## src/rtl/npu_pkg.sv

```systemverilog
// Shared NPU width constants and the input-queue entry layout.
package npu_pkg;

  localparam int unsigned NPU_DATA_W     = 32;
  localparam int unsigned NPU_SHIFT_W    = 5;
  localparam int unsigned NPU_FIFO_DEPTH = 8;

  typedef struct packed {
    logic [NPU_DATA_W-1:0]  data;
    logic [NPU_SHIFT_W-1:0] shift;
  } npu_entry_t;

endpackage

```

## src/rtl/npu_fifo_ctrl.sv

```systemverilog
// Pointer/occupancy/error bookkeeping for a flop-based NPU queue.
module npu_fifo_ctrl #(
  parameter int unsigned DEPTH = 8,
  localparam int unsigned AW   = $clog2(DEPTH)
) (
  input  logic          clk,
  input  logic          rst_n,
  input  logic          wr_en,
  input  logic          rd_en,
  input  logic          flush,
  output logic          push,
  output logic          pop,
  output logic [AW-1:0] wr_ptr,
  output logic [AW-1:0] rd_ptr,
  output logic [AW:0]   count,
  output logic          valid,
  output logic          full,
  output logic          err
);

  logic pop_ok;
  logic push_ok;
  logic overflow;
  logic underflow;

  assign valid     = (count != '0);
  assign full      = (count == (AW+1)'(DEPTH));
  assign pop_ok    = rd_en & valid;
  // A full queue still takes a write when the head leaves in the same cycle.
  assign push_ok   = wr_en & (~full | pop_ok);
  assign overflow  = wr_en & ~push_ok;
  assign underflow = rd_en & ~valid;

  assign push = push_ok & ~flush;
  assign pop  = pop_ok & ~flush;

  always_ff @(posedge clk or negedge rst_n) begin
    if (!rst_n) begin
      wr_ptr <= '0;
      rd_ptr <= '0;
      count  <= '0;
      err    <= 1'b0;
    end else if (flush) begin
      wr_ptr <= '0;
      rd_ptr <= '0;
      count  <= '0;
      err    <= 1'b0;
    end else begin
      if (push_ok) wr_ptr <= wr_ptr + 1'b1;
      if (pop_ok)  rd_ptr <= rd_ptr + 1'b1;
      if (push_ok && !pop_ok)      count <= count + 1'b1;
      else if (pop_ok && !push_ok) count <= count - 1'b1;
      err <= err | overflow | underflow;
    end
  end

endmodule

```

## src/rtl/npu_input_fifo.sv

```systemverilog
// First-word-fall-through operand queue feeding npu_int2fixed; each entry
// carries the shift-down amount that was current when it was written.
module npu_input_fifo
  import npu_pkg::*;
#(
  parameter int unsigned DEPTH   = NPU_FIFO_DEPTH,
  parameter int unsigned DATA_W  = NPU_DATA_W,
  parameter int unsigned SHIFT_W = NPU_SHIFT_W,
  localparam int unsigned AW     = $clog2(DEPTH)
) (
  input  logic               clk,
  input  logic               rst_n,
  input  logic               npu_if_wr_en,
  input  logic [DATA_W-1:0]  npu_if_wr_data,
  input  logic               npu_if_cfg_we,
  input  logic [SHIFT_W-1:0] npu_if_cfg_shift,
  input  logic               npu_if_rd_en,
  input  logic               npu_if_flush,
  output logic [DATA_W-1:0]  npu_i2f_datain,
  output logic [SHIFT_W-1:0] npu_i2f_shiftdownby,
  output logic               npu_if_valid,
  output logic               npu_if_full,
  output logic [AW:0]        npu_if_count,
  output logic               npu_if_err
);

  typedef struct packed {
    logic [DATA_W-1:0]  data;
    logic [SHIFT_W-1:0] shift;
  } entry_t;

  entry_t             mem [DEPTH];
  entry_t             head;
  logic [SHIFT_W-1:0] shift_reg;
  logic               push;
  logic               pop;
  logic [AW-1:0]      wr_ptr;
  logic [AW-1:0]      rd_ptr;

  npu_fifo_ctrl #(.DEPTH(DEPTH)) u_ctrl (
    .clk    (clk),
    .rst_n  (rst_n),
    .wr_en  (npu_if_wr_en),
    .rd_en  (npu_if_rd_en),
    .flush  (npu_if_flush),
    .push   (push),
    .pop    (pop),
    .wr_ptr (wr_ptr),
    .rd_ptr (rd_ptr),
    .count  (npu_if_count),
    .valid  (npu_if_valid),
    .full   (npu_if_full),
    .err    (npu_if_err)
  );

  // Loads even during flush; a push in the same cycle sees the old value.
  always_ff @(posedge clk or negedge rst_n) begin
    if (!rst_n)             shift_reg <= '0;
    else if (npu_if_cfg_we) shift_reg <= npu_if_cfg_shift;
  end

  always_ff @(posedge clk) begin
    if (push) mem[wr_ptr] <= '{data: npu_if_wr_data, shift: shift_reg};
  end

  assign head                = npu_if_valid ? mem[rd_ptr] : '0;
  assign npu_i2f_datain      = head.data;
  assign npu_i2f_shiftdownby = head.shift;

  // pop is only consumed through the shared pointer logic
  logic unused_pop;
  assign unused_pop = pop;

endmodule

```

## config.mk

```make
export PLATFORM = sky130hd
export DESIGN_NAME = npu_input_fifo
export DESIGN_NICKNAME = d
export VERILOG_FILES = /design/src/rtl/npu_pkg.sv /design/src/rtl/npu_fifo_ctrl.sv /design/src/rtl/npu_input_fifo.sv
export SDC_FILE = /design/constraint.sdc
export NUM_CORES = 1
export LEC_CHECK = 0
export CAP_MARGIN = 20
export CELL_PAD_IN_SITES_DETAIL_PLACEMENT = 0
export CELL_PAD_IN_SITES_GLOBAL_PLACEMENT = 1
export CORE_MARGIN = 2
export CORE_UTILIZATION = 45
export DETAILED_ROUTE_END_ITERATION = 8
export PLACE_DENSITY = 0.76
export SLEW_MARGIN = 20
export SYNTH_ARGS = -nofsm -noshare
export SYNTH_HDL_FRONTEND = slang
export SYNTH_HIERARCHICAL = 1
export SYNTH_SLANG_ARGS = --single-unit
```

## constraint.sdc

```tcl
create_clock -name clk -period 3.8 [get_ports clk]
set_input_delay 0.76 -clock clk [delete_from_list [all_inputs] [get_ports clk]]
set_output_delay 0.76 -clock clk [all_outputs]
set_load 0.01 [all_outputs]
```

==> results.yml <==
timing:
  finalSetupViolCount: 0
  finalClockSkew_ns: 0.01072
  fin_crit_sh: 0.9639
  maxSlewViolCount: 0
  clock.fmax_mhz: 273.0
  rsz0062_at_grt: "no"
  period_needed_ns: 3.663
  tightest_slew_ns: 0.8390
  fin_hold_ws_ns: 0.5291
  finalHoldViolations: 0
  finalSetupTns_ns: 0
  max_slew_margin: 0.4389
clocking:
  clockRootBuffer: "clkbuf_16"
  cts_tree: "done"
  clockBufferDepth: 3
  cts_made_buffers: 31
  cts.sinks: 312
  cts.reportedPaths.clkPinSlew_ns: 0.07
  worstSkewPairLatency_ns: 0.57
  cts_max_level: 1
routing:
  drtIter0Drc: 451
  drtAntennaViolNets: 0
  wl_per_cell_um: 22.51
  drt-total-wl_um: 26380
  vias: 6383
  viasPerCell: 5.446
  drcViolationCount: 0
  drtPass1Iterations: 4
floorplanning:
  num_rows: 61
  die_w_um: 171.6
  die-area_sq_mm: 0.02944
  io_pins: 87
  core_area_sq_mm: 0.02771
  die_h_um: 171.6
  start_util: 0.4561
setup_path:
  cpMaxStageDelayCell: "clkdlybuf4s50_1"
  critical_path.cell_chain: "buf_4, mux4_1, inv_1, a221oi_1, clkdlybuf4s50_1"
  end_kind: "output port"
  cp_max_fo: 14
  r2r_slack_ns: 1.40
  crit_type: "reg2out"
  crit_path_start_kind: "register"
  cp.required_ns: 3.04
  max_stage_delay_ns: 0.65
  critPathArrivalTime_ns: 2.90
status:
  status: "finished, final reports clean"
place:
  gp_congestion: 0.7780
  numPortBuffers: 86
  hpwl_um: 15510
  dpl_cell_area_sq_mm: 0.01413
  dpl.cell_count: 1110
global_routing:
  overflow: 0
  grt_max_degree: 37
  grt_pass1_wl_um: 40030
  grt_pass1_vias: 6763
  grt_usage: 0.1822
  antenna_found_initial: 2
final_layout:
  instances_no_fill: 1172
  syn2layout_area_growth_pct: 20.68
  largest_reg_flops: 296
  layout_commonest_cell: "edfxtp_1"
  final_cell_mix: "296 x edfxtp_1, 86 x clkdlybuf4s50_1, 43 x inv_1"
  fillers: 2081
  fin_nets: 815
  final_area_sq_mm: 0.01525
  drive_above_1_share: 0.2298
pwr:
  powerDensity_mw_per_mm2: 655.9
  p_sw_mw: 2.903
  comb_power_share: 0.284
  swShare: 0.2903
  intPower_mw: 7.099
  clockPowerShare: 0.312
  peakVddDrop_mv: 0.3874
  p_leak_nw: 4.980
  p_seq_frac: 0.403
run:
  maxCapViolations: 0
yosys:
  synth_nets: 698
  avgSynthCellArea_sq_um: 19.44
  syn-instance-count: 650
  syn_area_sq_mm: 0.01264
  yosysWarningCount: 6
worst_hold_path:
  hp-class: "reg2reg"
## layout make-up
cell class                 instances  area [sq um]  share of cell area
antenna                            2         5.005           0.0003282
multi-input combinational        261          3037              0.1991
clock buffer                      37         798.3             0.05235
inverter                          43         161.4             0.01059
timing repair buffer             118          1217             0.07984
sequential                       312          9295              0.6096
clock inverter                    21         261.5             0.01715
tap                              378         473.0             0.03102
## per-layer routing
| metal | up-vias | global-route usage | wire [um] |
|---|---|---|---|
| li1 | 2869 | - | - |
| met1 | 3291 | 0.2423 | 11150 |
| met2 | 183 | 0.3136 | 13390 |
| met3 | 40 | 0.02784 | 1332 |
| met4 | 0 | 0.05048 | 498 |
| met5 | - | 0 | 0 |
## stage by stage
stage	util	worst slack (ns)	power (mW)
after floorplan	-	0.5653	5.609
after global routing	0.5504	0.02801	10.42
after global placement	0.5101	0.6113	6.857
after CTS	0.5488	0.04403	10.07
final	0.5504	0.1374	10.00
after detailed placement	0.5101	0.5214	6.915
## power groups by stage
| stage | Sequential (mW) | Combinational (mW) | Clock [mW] |
|---|---|---|---|
| after floorplan | 4.04 | 1.57 | 0 |
| after global placement | 4.07 | 2.78 | 0 |
| after detailed placement | 4.09 | 2.82 | 0 |
| after CTS | 4.02 | 2.87 | 3.17 |
| after global routing | 4.04 | 3.05 | 3.33 |
| final | 4.03 | 2.84 | 3.12 |
## path summary, 6_finish.rpt
check,from,end,depth (start not counted)
setup reg to reg,u_ctrl/count[1],mem[1][9],6
hold / removal,u_ctrl/err,u_ctrl/err,2
hold reg to reg,u_ctrl/err,u_ctrl/err,2
setup / recovery,u_ctrl/rd_ptr[1],npu_i2f_shiftdownby[0],5
max in group asynchronous,rst_n,u_ctrl/rd_ptr[2],1
min in group asynchronous,rst_n,u_ctrl/wr_ptr[1],1
## worst max-delay path: cells and delay by family, from the launching register on
kind / cells / cell delay (ns)
mux: 1 / 0.28
buf+inv: 3 / 1.05
flops: 1 / 0.55
compound gates: 1 / 0.45
## repair_timing
| action | CTS | global route |
|---|---|---|
| gates resized for setup | 1 | 3 |
| hold buffers | 0 | 0 |
| buffers inserted | 0 | 1 |
| endpoints found under the setup margin | 14 | 14 |
| pin swaps | 1 | 0 |
| cloned | 1 | 0 |
(Power assumes the default switching activity.)
